`src/rtl/vend_pkg.sv`:
```
// Shared types and helpers for the vending-machine dispenser: state encoding,
// change-code constants and change-to-coin decode.
package vend_pkg;

    typedef enum logic [2:0] {
        IDLE   = 3'd0,
        VEND   = 3'd1,
        DIME   = 3'd2,
        NICKEL = 3'd3,
        GAP    = 3'd4,
        DONE   = 3'd5
    } disp_state_t;

    localparam logic [2:0] CHG_0   = 3'd0;
    localparam logic [2:0] CHG_5   = 3'd1;
    localparam logic [2:0] CHG_10  = 3'd2;
    localparam logic [2:0] CHG_15  = 3'd3;
    localparam logic [2:0] CHG_20  = 3'd4;
    localparam logic [2:0] CHG_MAX = 3'd4;

    // Out-of-range codes are served as "no change" so the soda still vends.
    function automatic logic [2:0] chg_sanitize(input logic [2:0] code);
        if (code > CHG_MAX) begin
            return CHG_0;
        end else begin
            return code;
        end
    endfunction

    function automatic logic [1:0] chg_dimes(input logic [2:0] code);
        return code[2:1];
    endfunction

    function automatic logic chg_nickel(input logic [2:0] code);
        return code[0];
    endfunction

    // Dimes are always paid out before the nickel.
    function automatic disp_state_t next_coin_state(input logic [1:0] dimes,
                                                    input logic       nickel);
        if (dimes != 2'd0) begin
            return DIME;
        end else if (nickel) begin
            return NICKEL;
        end else begin
            return DONE;
        end
    endfunction

endpackage

```
`src/rtl/vend_req_buf.sv`:
```
// One-entry sale request buffer. A push is accepted when the slot is empty or
// is being popped in the same cycle; otherwise the push is reported as overrun.
module vend_req_buf
    import vend_pkg::*;
(
    input  logic       clk,
    input  logic       rst_n,
    input  logic       push_i,
    input  logic       pop_i,
    input  logic [2:0] data_i,
    output logic       valid_o,
    output logic       valid_nxt_o,
    output logic [2:0] data_o,
    output logic       overrun_o
);

    logic       valid_q;
    logic       valid_d;
    logic [2:0] data_q;
    logic [2:0] data_d;
    logic       accept_s;

    // Slot update: load wins over pop so a same-cycle pop+push keeps it full.
    always_comb begin
        accept_s  = push_i && (!valid_q || pop_i);
        overrun_o = push_i && valid_q && !pop_i;
        valid_d   = valid_q;
        data_d    = data_q;
        if (accept_s) begin
            valid_d = 1'b1;
            data_d  = data_i;
        end else if (pop_i) begin
            valid_d = 1'b0;
        end else begin
            valid_d = valid_q;
        end
    end

    // Slot register.
    always_ff @(posedge clk) begin
        if (!rst_n) begin
            valid_q <= 1'b0;
            data_q  <= CHG_0;
        end else begin
            valid_q <= valid_d;
            data_q  <= data_d;
        end
    end

    assign valid_o     = valid_q;
    assign valid_nxt_o = valid_d;
    assign data_o      = data_q;

endmodule

```
`src/rtl/vend_dispenser.sv`:
```
// Output-side dispenser controller: runs the soda motor, then pays change as
// dimes then a nickel through an ack handshake, with sticky fault reporting.
module vend_dispenser
    import vend_pkg::*;
#(
    parameter int MOTOR_CYCLES = 8,
    parameter int ACK_TIMEOUT  = 255
) (
    input  logic       clk,
    input  logic       rst_n,
    input  logic       soda,
    input  logic [2:0] change,
    input  logic       eject_ack,
    output logic       motor_on,
    output logic       eject_dime,
    output logic       eject_nickel,
    output logic       busy,
    output logic       vend_done,
    output logic       flt_overrun,
    output logic       flt_bad_code,
    output logic       flt_jam
);

    localparam int MW = $clog2(MOTOR_CYCLES + 1);
    localparam int TW = $clog2(ACK_TIMEOUT + 1);
    localparam logic [MW-1:0] MOT_LAST = MW'(MOTOR_CYCLES - 1);
    localparam logic [TW-1:0] TO_LIMIT = TW'(ACK_TIMEOUT);

    disp_state_t   state_q, state_d;
    logic [MW-1:0] mot_cnt_q, mot_cnt_d;
    logic [TW-1:0] to_cnt_q, to_cnt_d;
    logic [TW-1:0] to_inc_s;
    logic [1:0]    dimes_q, dimes_d;
    logic          nick_q, nick_d;

    logic motor_on_q, motor_on_d;
    logic eject_dime_q, eject_dime_d;
    logic eject_nickel_q, eject_nickel_d;
    logic busy_q, busy_d;
    logic vend_done_q, vend_done_d;
    logic flt_overrun_q, flt_overrun_d;
    logic flt_bad_code_q, flt_bad_code_d;
    logic flt_jam_q, flt_jam_d;

    logic [2:0] chg_in_s;
    logic       bad_code_s;
    logic       jam_s;
    logic       buf_push_s;
    logic       buf_pop_s;
    logic       buf_valid_s;
    logic       buf_valid_nxt_s;
    logic [2:0] buf_data_s;
    logic       buf_overrun_s;

    // Buffer control: a sale arriving while not idle-and-empty is queued;
    // an idle controller always drains the buffer first.
    always_comb begin
        chg_in_s   = chg_sanitize(change);
        bad_code_s = soda && (change > CHG_MAX);
        buf_pop_s  = (state_q == IDLE) && buf_valid_s;
        buf_push_s = soda && !((state_q == IDLE) && !buf_valid_s);
    end

    vend_req_buf u_req_buf (
        .clk         (clk),
        .rst_n       (rst_n),
        .push_i      (buf_push_s),
        .pop_i       (buf_pop_s),
        .data_i      (chg_in_s),
        .valid_o     (buf_valid_s),
        .valid_nxt_o (buf_valid_nxt_s),
        .data_o      (buf_data_s),
        .overrun_o   (buf_overrun_s)
    );

    // Sale sequencing: motor phase, coin handshakes with timeout, completion.
    always_comb begin
        state_d   = state_q;
        mot_cnt_d = mot_cnt_q;
        to_cnt_d  = to_cnt_q;
        dimes_d   = dimes_q;
        nick_d    = nick_q;
        jam_s     = 1'b0;
        to_inc_s  = to_cnt_q + TW'(1);
        case (state_q)
            IDLE: begin
                if (buf_valid_s) begin
                    state_d   = VEND;
                    mot_cnt_d = '0;
                    dimes_d   = chg_dimes(buf_data_s);
                    nick_d    = chg_nickel(buf_data_s);
                end else if (soda) begin
                    state_d   = VEND;
                    mot_cnt_d = '0;
                    dimes_d   = chg_dimes(chg_in_s);
                    nick_d    = chg_nickel(chg_in_s);
                end else begin
                    state_d = IDLE;
                end
            end
            VEND: begin
                if (mot_cnt_q == MOT_LAST) begin
                    state_d  = next_coin_state(dimes_q, nick_q);
                    to_cnt_d = '0;
                end else begin
                    mot_cnt_d = mot_cnt_q + MW'(1);
                end
            end
            DIME, NICKEL: begin
                if (eject_ack) begin
                    state_d = GAP;
                    if (state_q == DIME) begin
                        dimes_d = dimes_q - 2'd1;
                    end else begin
                        nick_d = 1'b0;
                    end
                end else if (to_inc_s == TO_LIMIT) begin
                    // Jammed mechanism: abandon the rest of the change.
                    jam_s   = 1'b1;
                    dimes_d = 2'd0;
                    nick_d  = 1'b0;
                    state_d = DONE;
                end else begin
                    to_cnt_d = to_inc_s;
                end
            end
            GAP: begin
                state_d  = next_coin_state(dimes_q, nick_q);
                to_cnt_d = '0;
            end
            DONE: begin
                state_d = IDLE;
            end
            default: begin
                state_d = IDLE;
            end
        endcase
    end

    // Outputs are decoded from the next state so they register with it.
    always_comb begin
        motor_on_d     = (state_d == VEND);
        eject_dime_d   = (state_d == DIME);
        eject_nickel_d = (state_d == NICKEL);
        vend_done_d    = (state_d == DONE);
        busy_d         = (state_d != IDLE) || buf_valid_nxt_s;
        flt_overrun_d  = flt_overrun_q  || buf_overrun_s;
        flt_bad_code_d = flt_bad_code_q || bad_code_s;
        flt_jam_d      = flt_jam_q      || jam_s;
    end

    // State, counters, outputs and sticky faults.
    always_ff @(posedge clk) begin
        if (!rst_n) begin
            state_q        <= IDLE;
            mot_cnt_q      <= '0;
            to_cnt_q       <= '0;
            dimes_q        <= 2'd0;
            nick_q         <= 1'b0;
            motor_on_q     <= 1'b0;
            eject_dime_q   <= 1'b0;
            eject_nickel_q <= 1'b0;
            busy_q         <= 1'b0;
            vend_done_q    <= 1'b0;
            flt_overrun_q  <= 1'b0;
            flt_bad_code_q <= 1'b0;
            flt_jam_q      <= 1'b0;
        end else begin
            state_q        <= state_d;
            mot_cnt_q      <= mot_cnt_d;
            to_cnt_q       <= to_cnt_d;
            dimes_q        <= dimes_d;
            nick_q         <= nick_d;
            motor_on_q     <= motor_on_d;
            eject_dime_q   <= eject_dime_d;
            eject_nickel_q <= eject_nickel_d;
            busy_q         <= busy_d;
            vend_done_q    <= vend_done_d;
            flt_overrun_q  <= flt_overrun_d;
            flt_bad_code_q <= flt_bad_code_d;
            flt_jam_q      <= flt_jam_d;
        end
    end

    assign motor_on     = motor_on_q;
    assign eject_dime   = eject_dime_q;
    assign eject_nickel = eject_nickel_q;
    assign busy         = busy_q;
    assign vend_done    = vend_done_q;
    assign flt_overrun  = flt_overrun_q;
    assign flt_bad_code = flt_bad_code_q;
    assign flt_jam      = flt_jam_q;

endmodule
```
`config.mk`:
```
export PLATFORM = sky130hd
export DESIGN_NAME = vend_dispenser
export DESIGN_NICKNAME = d
export VERILOG_FILES = /design/src/rtl/vend_pkg.sv /design/src/rtl/vend_req_buf.sv /design/src/rtl/vend_dispenser.sv
export SDC_FILE = /design/constraint.sdc
export NUM_CORES = 1
export LEC_CHECK = 0
export ABC_CLOCK_PERIOD_IN_PS = 5370
export CAP_MARGIN = 20
export CORE_ASPECT_RATIO = 1.4
export CORE_UTILIZATION = 40
export CTS_CLUSTER_DIAMETER = 50
export DETAILED_ROUTE_END_ITERATION = 10
export PLACE_DENSITY = 0.6
export SYNTH_ARGS = -nofsm -noshare
export SYNTH_HDL_FRONTEND = slang
export SYNTH_SLANG_ARGS = --single-unit
export TNS_END_PERCENT = 5
```
`constraint.sdc`:
```
create_clock -name clk -period 5.37 [get_ports clk]
set_input_delay 0.537 -clock clk [delete_from_list [all_inputs] [get_ports clk]]
set_output_delay 0.537 -clock clk [all_outputs]
set_load 0.03 [all_outputs]
```
### Word level (Yosys, flattened, before mapping)

Index checks and enable logic that the tools add are counted.

* add/sub/neg operators: 3
* magnitude comparators: 1
* eq/ne operators: 18
* mux-type cells: 34
* reduce and logical (&&, ||, !) cells: 26

Operators by type and width (number)
* $mux W8: 3
* $pmux W8 S3: 1
* $mux W3: 6
* $eq A3 B2 Y1 const B: 4
* $mux W1: 12
* $mux W4: 3
* $pmux W3 S4: 1
* $reduce_and A4 Y1: 3
* $mux W2: 5
* $ne A3 B3 Y1 const B: 3
* $add A8 B1 Y8 const B: 1
* $eq A8 B8 Y1 const B: 1
* $ne A2 B2 Y1 const B: 4
* $pmux W4 S2: 1
* $logic_and A1 B1 Y1: 7
* $eq A3 B1 Y1 const B: 2
* $eq A3 B3 Y1 const B: 2
* $reduce_bool A2 Y1: 3
* $reduce_bool A3 Y1: 2
* $logic_or A1 B1 Y1: 5
* $add A4 B1 Y4 const B: 1
* $eq A4 B3 Y1 const B: 1
* $pmux W2 S2: 1
* $gt A3 B3 Y1 const B: 1
* other kinds (7): 9

* flip-flop bits (word level): 30
* bits of input ports: 7
* output and inout bits: 8
* logic and storage cells: 97

### Longest topological paths before layout

* depth in word-level cells: 7
* depth in mapped cells: 9
* mapped depth without buffers: 8

### By module

Synthesis repeated with hierarchy kept, for this count alone.

* cell total of the unflattened synthesis: 196
* area total of the unflattened synthesis: 1740.4 µm²

By module, submodules not included
* vend_dispenser: times used 1, cells each 177, area an instance 1564.0 µm², seq. area each 520.5 µm²
* vend_req_buf: times used 1, cells each 19, area an instance 176.4 µm², seq. area each 80.1 µm²

### Least setup slack after synthesis

OpenSTA, ideal clock, no wires.

* kind: register to register
* from: register to_cnt_q[1]
* to: register busy_q (netlist: busy)
* setup time: 0.125 ns
* arrival time: 1.828 ns
* data required time: 5.245 ns
* slack: 3.416 ns
* stages on the path, launching flop included: 8
* path buffers: 0
* period minus slack after synthesis: 1.954 ns
* cell sequence: dfxtp_1 -> ha_1 -> nand3_1 -> nor3_4 -> o211ai_4 -> o211ai_4 -> a21boi_2 -> o41a_1

* cells in the longest elaborated chain, start to end: 7

Ends and longest elaborated chain
* start: declaration: RTL line vend_dispenser.sv:31 `logic [TW-1:0] to_cnt_q, to_cnt_d;`
* start signal: assignment: RTL line vend_dispenser.sv:171 `to_cnt_q <= to_cnt_d;`
* $add A8 B1 Y8: RTL line vend_dispenser.sv:84 `to_inc_s = to_cnt_q + TW'(1);`
* $eq A8 B8 Y1: RTL line vend_dispenser.sv:117 `end else if (to_inc_s == TO_LIMIT) begin`
* $mux W3: RTL line vend_dispenser.sv:117
* $mux W3: RTL line vend_dispenser.sv:110 `if (eject_ack) begin`
* $pmux W3 S4: RTL line vend_dispenser.sv:85 `case (state_q)`
* $reduce_bool A3 Y1: RTL line vend_dispenser.sv:146 `busy_d = (state_d != IDLE) || buf_valid_nxt_s;`
* $logic_or A1 B1 Y1: RTL line vend_dispenser.sv:146
* end signal: assignment: RTL line vend_dispenser.sv:177 `busy_q <= busy_d;`
* end: declaration: RTL line vend_dispenser.sv:39 `logic busy_q, busy_d;`

Every way passes these cells.
A chain may end at the register's enable or synchronous reset.

### Worst setup path in the final report

* from: register state_q[1]
* to: register busy_q (netlist: busy)

* cells in the longest elaborated chain, start to end: 7
* elaborated cells between the ends (all ways): 20
* those cells by class: eq/ne (4); mux (6); reduce/logical (10)

Ends and longest elaborated chain
* start: declaration: RTL line vend_dispenser.sv:29 `disp_state_t state_q, state_d;`
* start signal: assignment: RTL line vend_dispenser.sv:169 `state_q <= state_d;`
* branches (longest 6 deep; another with $pmux W3 S4)
* $logic_or A1 B1 Y1 *: RTL line vend_dispenser.sv:146

Mark *: on every way between the ends.

==> flow_summary.ini <==
[worst_hold_path]
hold-path-endpoint = flt_bad_code
holdPathStages = 1
hold_path_class = reg2reg
hold_start = flt_bad_code

[clocking]
clockBufferDepth = 2
numCtsBuffers = 5
clkSlewWorstSetupHoldPaths_ns = 0.06
clk_latency_ns = 0.28
postCtsSetupBuffers = 0
cts-root-buf = clkbuf_8
cts_tree = yes
htree_levels = 2
cts_sinks = 30
cts.repair.resized = 0
ctsHoldBuffers = 0

[sta]
post-route-min-period_ns = 2.505
setup_viol = 0
slew_violations = 0
finalSetupTns_ns = 0
worst_pin_slew_ns = 0.7639
max_slew_margin = 0.4897
fin_worst_skew_ns = 0.002325
max_freq_ghz = 0.3992
hold_viol = 0
rsz0062_at_grt = false
finalCritPeriodShare = 0.4665

[grt]
grt_overflow = 0
grt_pass1_wl_um = 5699
grt.total_usage = 0.1666
grt_pass1_vias = 1297
antenna_found_initial = 0
grt_max_degree = 37

[cells_and_area]
nets = 212
multi_input_area_um2 = 959.7
drive_above_1_share = 0.09500
regArea_um2 = 600.6
stdcell_area_um2 = 1878
areaGrowthSynthToFinish_pct = 15.20
fillers = 378
n_antenna_cell = 0

[detailed_routing]
initialDrtViolationCount = 34
drt-met1-wl_um = 1410
dr_wl_met3_um = 109
wl_um = 3384
wl_met2_um = 1804
num_vias = 1391
routed_via_density = 5.724
routedWlPerCell_um = 13.93
drc = 0
drtAntennaViolNets = 0
firstDrtPassIters = 4
highest-signal-layer = met4

[yosys]
syn-cell-area_um2 = 1630
synth_edf_count = 0
synth_cell_type_count = 48
yosysSeqAreaShare = 0.3684
syn_avg_cell_area_um2 = 8.672
async_flop_share = 0
synth_ff_type = dfxtp_1
ys_ff_latch = 30
syn_nets = 199
yosys_warnings = 0
netlist_instances = 188

[worst_setup_path]
start_kind = register
timing.rr.end = busy
cp-end-kind = register
worstPathArrival_ns = 2.67
regToRegSetupSlack_ns = 2.86
required_ns = 5.54
crit_type = reg2reg
path_max_fanout = 11
reg2reg_from = state_q[1]
rr_worst_depth = 6

[place]
place_hpwl_um = 2498
place_congestion = 0.8400
dpl_cell_area_um2 = 1788
io_buffers = 14

[job]
maxCapViolCount = 0

[power]
peakVddDrop_v = 0.0001415
power_density_nw_per_um2 = 242.1
leakage_nw = 0.7036

[floorplanning]
start_util = 0.4160
placementRows = 27
die-area_um2 = 4339
die_w_um = 55.96
die_h_um = 77.54
core_area_um2 = 3919
io_pins = 15

[run_status]
status = finished clean
## area by class of cell
type                       instances  area share
clock buffer                       6     0.04397
tap                               43     0.02865
timing repair buffer              16     0.08261
inverter                           7     0.01399
sequential                        30      0.3198
multi-input combinational        141      0.5110
## cells in the mapped netlist, types with 2 or more instances
cell type,number,share of area
o31ai_1,2,0.0092
nor3b_1,2,0.0092
buf_2,5,0.015
o21ai_0,16,0.049
a21oi_1,5,0.015
o211a_1,3,0.018
nor2b_1,8,0.031
inv_1,7,0.016
nand4b_1,2,0.011
nor3_1,3,0.0092
and2_1,3,0.012
nor2_1,12,0.028
o221ai_1,2,0.011
nand4_1,4,0.015
o21a_1,4,0.018
xor2_1,3,0.016
nand2_1,17,0.039
o22ai_1,4,0.015
nand3_1,10,0.031
o211ai_4,2,0.026
o211ai_1,2,0.0092
a21boi_0,2,0.0092
nand2b_1,2,0.0077
mux2i_1,5,0.031
dfxtp_1,30,0.37
ha_1,4,0.031
nand3b_1,3,0.014
a31oi_1,2,0.0077
clkbuf_1,5,0.012
## critical path: stages, from the launching register on
cell	delay, ns
dfxtp_1	0.50
nor2b_1	0.67
o211a_1	0.28
nor2_2	0.08
o211ai_4	0.30
a21boi_2	0.13
o41a_1	0.42
## placed cells by master, fill, tap and decap left out, types with 6 or more instances in the layout
master | synthesis | routed
clkdlybuf4s50_1 | 0 | 14
inv_1 | 7 | 7
dfxtp_1 | 30 | 30
clkbuf_8 | 0 | 6
nor2_1 | 12 | 12
nand2_1 | 17 | 17
nand3_1 | 10 | 10
nor2b_1 | 8 | 8
o21ai_0 | 16 | 16
## report_power, final
| group | internal [mW] | total (mW) | leakage (nW) | switching, mW |
|---|---|---|---|---|
| Sequential | 0.229 | 0.234 | 0.244 | 0.00552 |
| Combinational | 0.0196 | 0.0436 | 0.417 | 0.0239 |
| Clock | 0.0985 | 0.177 | 0.0431 | 0.0785 |
## metrics by stage
stage	util	total power, mW	hold WS, ns	cells	worst slack (ns)
after floorplan	-	0.2673	0.4360	188	3.416
after global placement	0.4563	0.2813	0.4464	236	2.764
after detailed placement	0.4563	0.2827	0.4583	236	2.596
after CTS	0.4773	0.4603	0.4697	242	2.591
after global routing	0.4792	0.4776	0.4943	243	2.756
final	0.4792	0.4548	0.4692	243	2.865
## logic make-up after synthesis
kind of cell	count (synthesis)	share of synthesized area
XOR/XNOR	5	0.03147
AND/OR/NAND/NOR	76	0.2671
adder cells (fa/ha/maj)	5	0.03684
multiplexers	5	0.03070
buffers and inverters	17	0.04298
AO/OA/AOI/OAI	50	0.2226
flip-flops	30	0.3684
## flip-flops by register name (all words and copies together) (netlist names)
register,flops
flt_bad_code,1
u_req_buf.data_o,3
flt_overrun,1
motor_on,1
eject_nickel,1
vend_done,1
nick_q,1
eject_dime,1
mot_cnt_q,4
u_req_buf.valid_o,1
to_cnt_q,8
flt_jam,1
state_q,3
busy,1
dimes_q,2
## how the worst max path moves through the flow
stage,cells after the start,end,startpoint
5_1_grt,6,busy,state_q[1]
3_3_place_gp,6,to_cnt_q[5],state_q[1]
3_5_place_dp,5,to_cnt_q[1],state_q[1]
4_1_cts,5,to_cnt_q[1],state_q[1]
6_report,6,busy,state_q[1]
2_1_floorplan,7,busy,to_cnt_q[1]
## metal layers
layer,GRT usage,vias to the layer above
li1,-,700
met1,0.1848,665
met2,0.2928,19
met3,0.04333,7
met4,0.08049,0
met5,0,-
Power figures use the tool's default switching activity.
